--- src/rtl/sync_debounce_bank.sv ---
// Per-channel input conditioner: SYNC_STAGES-deep synchronizer, symmetric counter debouncer, registered edge pulses.
// Latency SYNC_STAGES + DEBOUNCE_CYCLES edges with sample_en held high; no backpressure, outputs always valid.
module sync_debounce_bank #(
    parameter int CHANNELS        = 4,
    parameter int SYNC_STAGES     = 2,
    parameter int DEBOUNCE_CYCLES = 16,
    parameter bit RESET_LEVEL     = 1'b0
) (
    input  logic                clk,
    input  logic                reset,
    input  logic                sample_en,
    input  logic [CHANNELS-1:0] din,
    output logic [CHANNELS-1:0] dout,
    output logic [CHANNELS-1:0] rise,
    output logic [CHANNELS-1:0] fall
);

    localparam int             CW   = (DEBOUNCE_CYCLES > 2) ? $clog2(DEBOUNCE_CYCLES) : 1;
    localparam logic [CW-1:0]  TERM = CW'(DEBOUNCE_CYCLES - 1);

    for (genvar i = 0; i < CHANNELS; i++) begin : g_ch
        logic [SYNC_STAGES-1:0] sync_q;
        logic [CW-1:0]          cnt;
        logic                   dout_q;
        logic                   rise_q;
        logic                   fall_q;
        logic                   s;
        logic                   diff;
        logic                   done;

        assign s    = sync_q[SYNC_STAGES-1];
        assign diff = s ^ dout_q;
        // The s == dout comparison wins over reaching the terminal count.
        assign done = diff && sample_en && (cnt == TERM);

        always_ff @(posedge clk or posedge reset) begin
            if (reset) begin
                sync_q <= {SYNC_STAGES{RESET_LEVEL}};
                cnt    <= '0;
                dout_q <= RESET_LEVEL;
                rise_q <= 1'b0;
                fall_q <= 1'b0;
            end else begin
                sync_q <= {sync_q[SYNC_STAGES-2:0], din[i]};
                rise_q <= done & s;
                fall_q <= done & ~s;
                if (!diff) begin
                    cnt <= '0;
                end else if (sample_en) begin
                    if (cnt == TERM) begin
                        dout_q <= s;
                        cnt    <= '0;
                    end else begin
                        cnt <= cnt + 1'b1;
                    end
                end
            end
        end

        assign dout[i] = dout_q;
        assign rise[i] = rise_q;
        assign fall[i] = fall_q;
    end

endmodule
--- config.mk ---
export PLATFORM = sky130hd
export DESIGN_NAME = sync_debounce_bank
export DESIGN_NICKNAME = d
export VERILOG_FILES = /design/src/rtl/sync_debounce_bank.sv
export SDC_FILE = /design/constraint.sdc
export NUM_CORES = 1
export LEC_CHECK = 0
export CAP_MARGIN = 40
export CORE_MARGIN = 10
export CORE_UTILIZATION = 54
export CTS_CLUSTER_SIZE = 14
export DETAILED_ROUTE_END_ITERATION = 6
export HOLD_SLACK_MARGIN = 0.06
export PLACE_DENSITY = 0.77
export SETUP_SLACK_MARGIN = 0.3
export SKIP_LAST_GASP = 1
export SLEW_MARGIN = 20
export SYNTH_ARGS = -nofsm -noshare
export SYNTH_HDL_FRONTEND = slang
export SYNTH_SLANG_ARGS = --single-unit
--- constraint.sdc ---
create_clock -name clk -period 1.3 [get_ports clk]
set_input_delay 0.26 -clock clk [delete_from_list [all_inputs] [get_ports clk]]
set_output_delay 0.26 -clock clk [all_outputs]
set_load 0.1 [all_outputs]
==> qor.csv <==
metric,value,unit
critPathMaxStageDelay,0.42,ns
path_depth,5,
p_leak,1.039,nW
clk_pin_slew,0.11,ns
setup_viol,0,
firstDrtPassIters,4,
skew,0.002390,ns
max_freq,0.7904,GHz
antenna_cells,0,
area_delta_synth_final,49.02,%
synth_edf_count,0,
root_buffer,clkbuf_4,
hold_class,in2async,
grt_pass1_wl,6479,µm
r2r-start,g_ch[0].cnt[1]$_DFFE_PP0P_,
fillers,132,
critPathCapture,g_ch[0].cnt[3]$_DFFE_PP0P_,
post-route-period-util,97.32,%
worst_path_dominant_cell_family,simple AND/OR/NAND/NOR gates,
cp.arrival,1.55,ns
ctsHoldBuffers,0,
cp-startpoint,g_ch[0].cnt[1]$_DFFE_PP0P_,
cp-start-kind,flip-flop,
outcome,finished clean,
die_y,74.48,µm
worst_pin_slew,0.3196,ns
async_flop_share,100.0,%
cp_max_fo,3,
relSlewSlack,78.69,%
clk-insertion-delay-late,0.34,ns
power_density,876.2,mW/mm²
wl,4265,µm
ir_drop,0.0008826,V
multi_input_comb_area,809.5,µm²
via_count,1159,
synth_area_per_cell,12.05,µm²
path_cells,"buf_4, buf_6, nand2_1, or3_1, a21oi_2",
syn-num-nets,144,
vias_per_cell,5.766,
gr-usage-all-layers,15.97,%
syn_inst,133,
nets,180,
ant_nets,0,
cts_sinks,36,
seqPwrFrac,57.2,%
holdWs,0.2903,ns
die_area,0.005547,mm²
drt-initial-drc-count,126,
grt_pass1_vias,1257,
cp-end-kind,flip-flop,
timing.rr.end,g_ch[0].cnt[3]$_DFFE_PP0P_,
cp.required,1.58,ns
antenna_found_initial,0,
seq_area,912.1,µm²
hold_violations,0,
synth_most_common_cell,dfrtp_1,
yosysTopAreaCellShare,56.21,%
maxSlewViolCount,0,
drive_above_1_share,52.35,%
dp_hpwl,2026,µm
synth_cell_type_count,26,
grt-ovfl-total,0,
pwr-share-comb,11.9,%
grt_max_degree,37,
synth_warnings,0,
ios,19,
ys_seq_area_share,56.21,%
cts-buffers-inserted,5,
synth_common_cells,"36 x dfrtp_1, 12 x buf_4, 10 x a21oi_1, 10 x nand2_1, 10 x nor2_1",
crit_slowest_cell,dfrtp_2,
rsz0062_at_grt,yes,
rows,19,
totalPowerFinal,2.093,mW
r2r_slack,0.03,ns
htree_levels,2,
core,0.002805,mm²
path_buf_inv,2,
drc,0,
max_cap_violations,0,
synth_area,0.001603,mm²
internal-power,1.547,mW
cts_tree,built,
tns,0,ns
die_x,74.48,µm
swShare,26.06,%
switchingPower,0.5455,mW
finalCriticalPeriod,1.265,ns
clockBufferDepth,2,
synth_ff_type,dfrtp_1,
synth.largest_area_cell,dfrtp_1,
synth_seq_cells,36,
path_class,reg2reg,
power_frac_clock,30.9,%
r2r_cells,5,
io_buffers,18,
wl_per_cell,21.22,µm
finalWeightedCongestion,0.7166,
start_util,57.14,%
yosys-top-cells-area,"dfrtp_1 56%, buf_4 5.6%, nor3b_1 3.7%",
routing by layer:
layer | up-vias | share of wire [%] | track usage, %
met1 | 577 | 40 | 16.19
met3 | 16 | 5.9 | 6.516
met4 | 0 | 3.6 | 9.664
li1 | 523 | - | -
met2 | 43 | 51 | 27.09
met5 | - | 0 | 0
power by group through the flow:
| stage | logic, mW | clock network (mW) | registers [mW] |
|---|---|---|---|
| detailed placement | 0.153 | 0 | 1.21 |
| global route | 0.271 | 0.697 | 1.20 |
| CTS | 0.224 | 0.647 | 1.19 |
| floorplan | 0.0997 | 0 | 1.20 |
| global placement | 0.143 | 0 | 1.21 |
| finish | 0.250 | 0.646 | 1.20 |
how the worst min path moves through the flow:
stage,slack [ns],start,to,depth (start not counted)
global placement,0.33,g_ch[3].sync_q[0]$_DFF_PP0_,g_ch[3].sync_q[1]$_DFF_PP0_,0
floorplan,0.21,reset,g_ch[0].cnt[0]$_DFFE_PP0P_,1
finish,0.29,reset,g_ch[0].sync_q[0]$_DFF_PP0_,3
global route,0.30,reset,g_ch[1].rise_q$_DFF_PP0_,3
detailed placement,0.33,g_ch[3].sync_q[0]$_DFF_PP0_,g_ch[3].sync_q[1]$_DFF_PP0_,0
CTS,0.28,reset,g_ch[0].rise_q$_DFF_PP0_,3
tightest hold or removal path, stage by stage:
cell	delay (ns)
clkdlybuf4s50_1	0.44
clkinvlp_4	0.10
buf_12	0.21
placed cells by master, fill, tap and decap left out:
master	n
nor2_1	9
a41oi_2	1
nand2b_1	3
nand3_1	2
nand2_2	4
nand3_2	2
clkinvlp_4	1
ha_4	4
buf_6	6
mux2i_1	4
xnor2_4	4
a21oi_1	8
nor3b_2	6
buf_4	16
xor2_1	4
nor3_2	1
a31oi_1	1
clkdlybuf4s50_1	5
buf_12	14
nand2_1	6
nor2_2	1
mux2_4	4
nor3b_4	2
mux2i_2	1
clkbuf_4	5
nand3b_1	3
nand4_4	2
a21oi_2	2
bufbuf_16	1
clkbuf_8	1
o21ai_1	1
dfrtp_2	9
dfrtp_1	27
or3_1	3
clkinv_2	2
nand4_1	2
o21ai_0	2
dlygate4sd2_1	1
cell families after synthesis:
group | count (synthesis) | share of synthesized area [%]
buffers and inverters | 15 | 7.806
AO/OA/AOI/OAI | 15 | 5.465
multiplexers | 9 | 6.401
XOR/XNOR | 8 | 4.371
AND/OR/NAND/NOR | 46 | 16.63
flip-flops | 36 | 56.21
adder cells (fa/ha/maj) | 4 | 3.123
stage by stage:
step	utilization [%]	area [µm²]	std cells	setup slack, ns
4_1_cts	83.32	2337	199	0.05987
6_report	85.15	2389	201	0.03488
5_1_grt	85.15	2389	201	0.004148
3_3_place_gp	69.45	1948	176	-0.2258
2_1_floorplan	-	1645	133	0.1435
3_5_place_dp	69.45	1948	176	-0.2821
registers in the layout (all words and copies together), names as in the netlist:
signal / cells
g_ch.fall_q: 4
g_ch.cnt: 16
g_ch.sync_q: 8
g_ch.dout_q: 4
g_ch.rise_q: 4
repair_timing:
item,CTS,global route
pin swaps,18,11
endpoints found under the setup margin,40,40
endpoints found under the hold margin,0,0
buffers inserted,14,2
gates resized for setup,40,10
gates cloned,1,0
final cells by class:
| cell class | count | share of cell area, % |
|---|---|---|
| Tap cell | 31 | 1.624 |
| Clock buffer | 6 | 2.148 |
| Timing Repair Buffer | 43 | 23.42 |
| Sequential cell | 36 | 38.19 |
| Inverter | 1 | 0.3143 |
| Multi-Input combinational cell | 82 | 33.89 |
| Clock inverter | 2 | 0.4191 |
No activity file was read; power rests on OpenSTA's default activity.
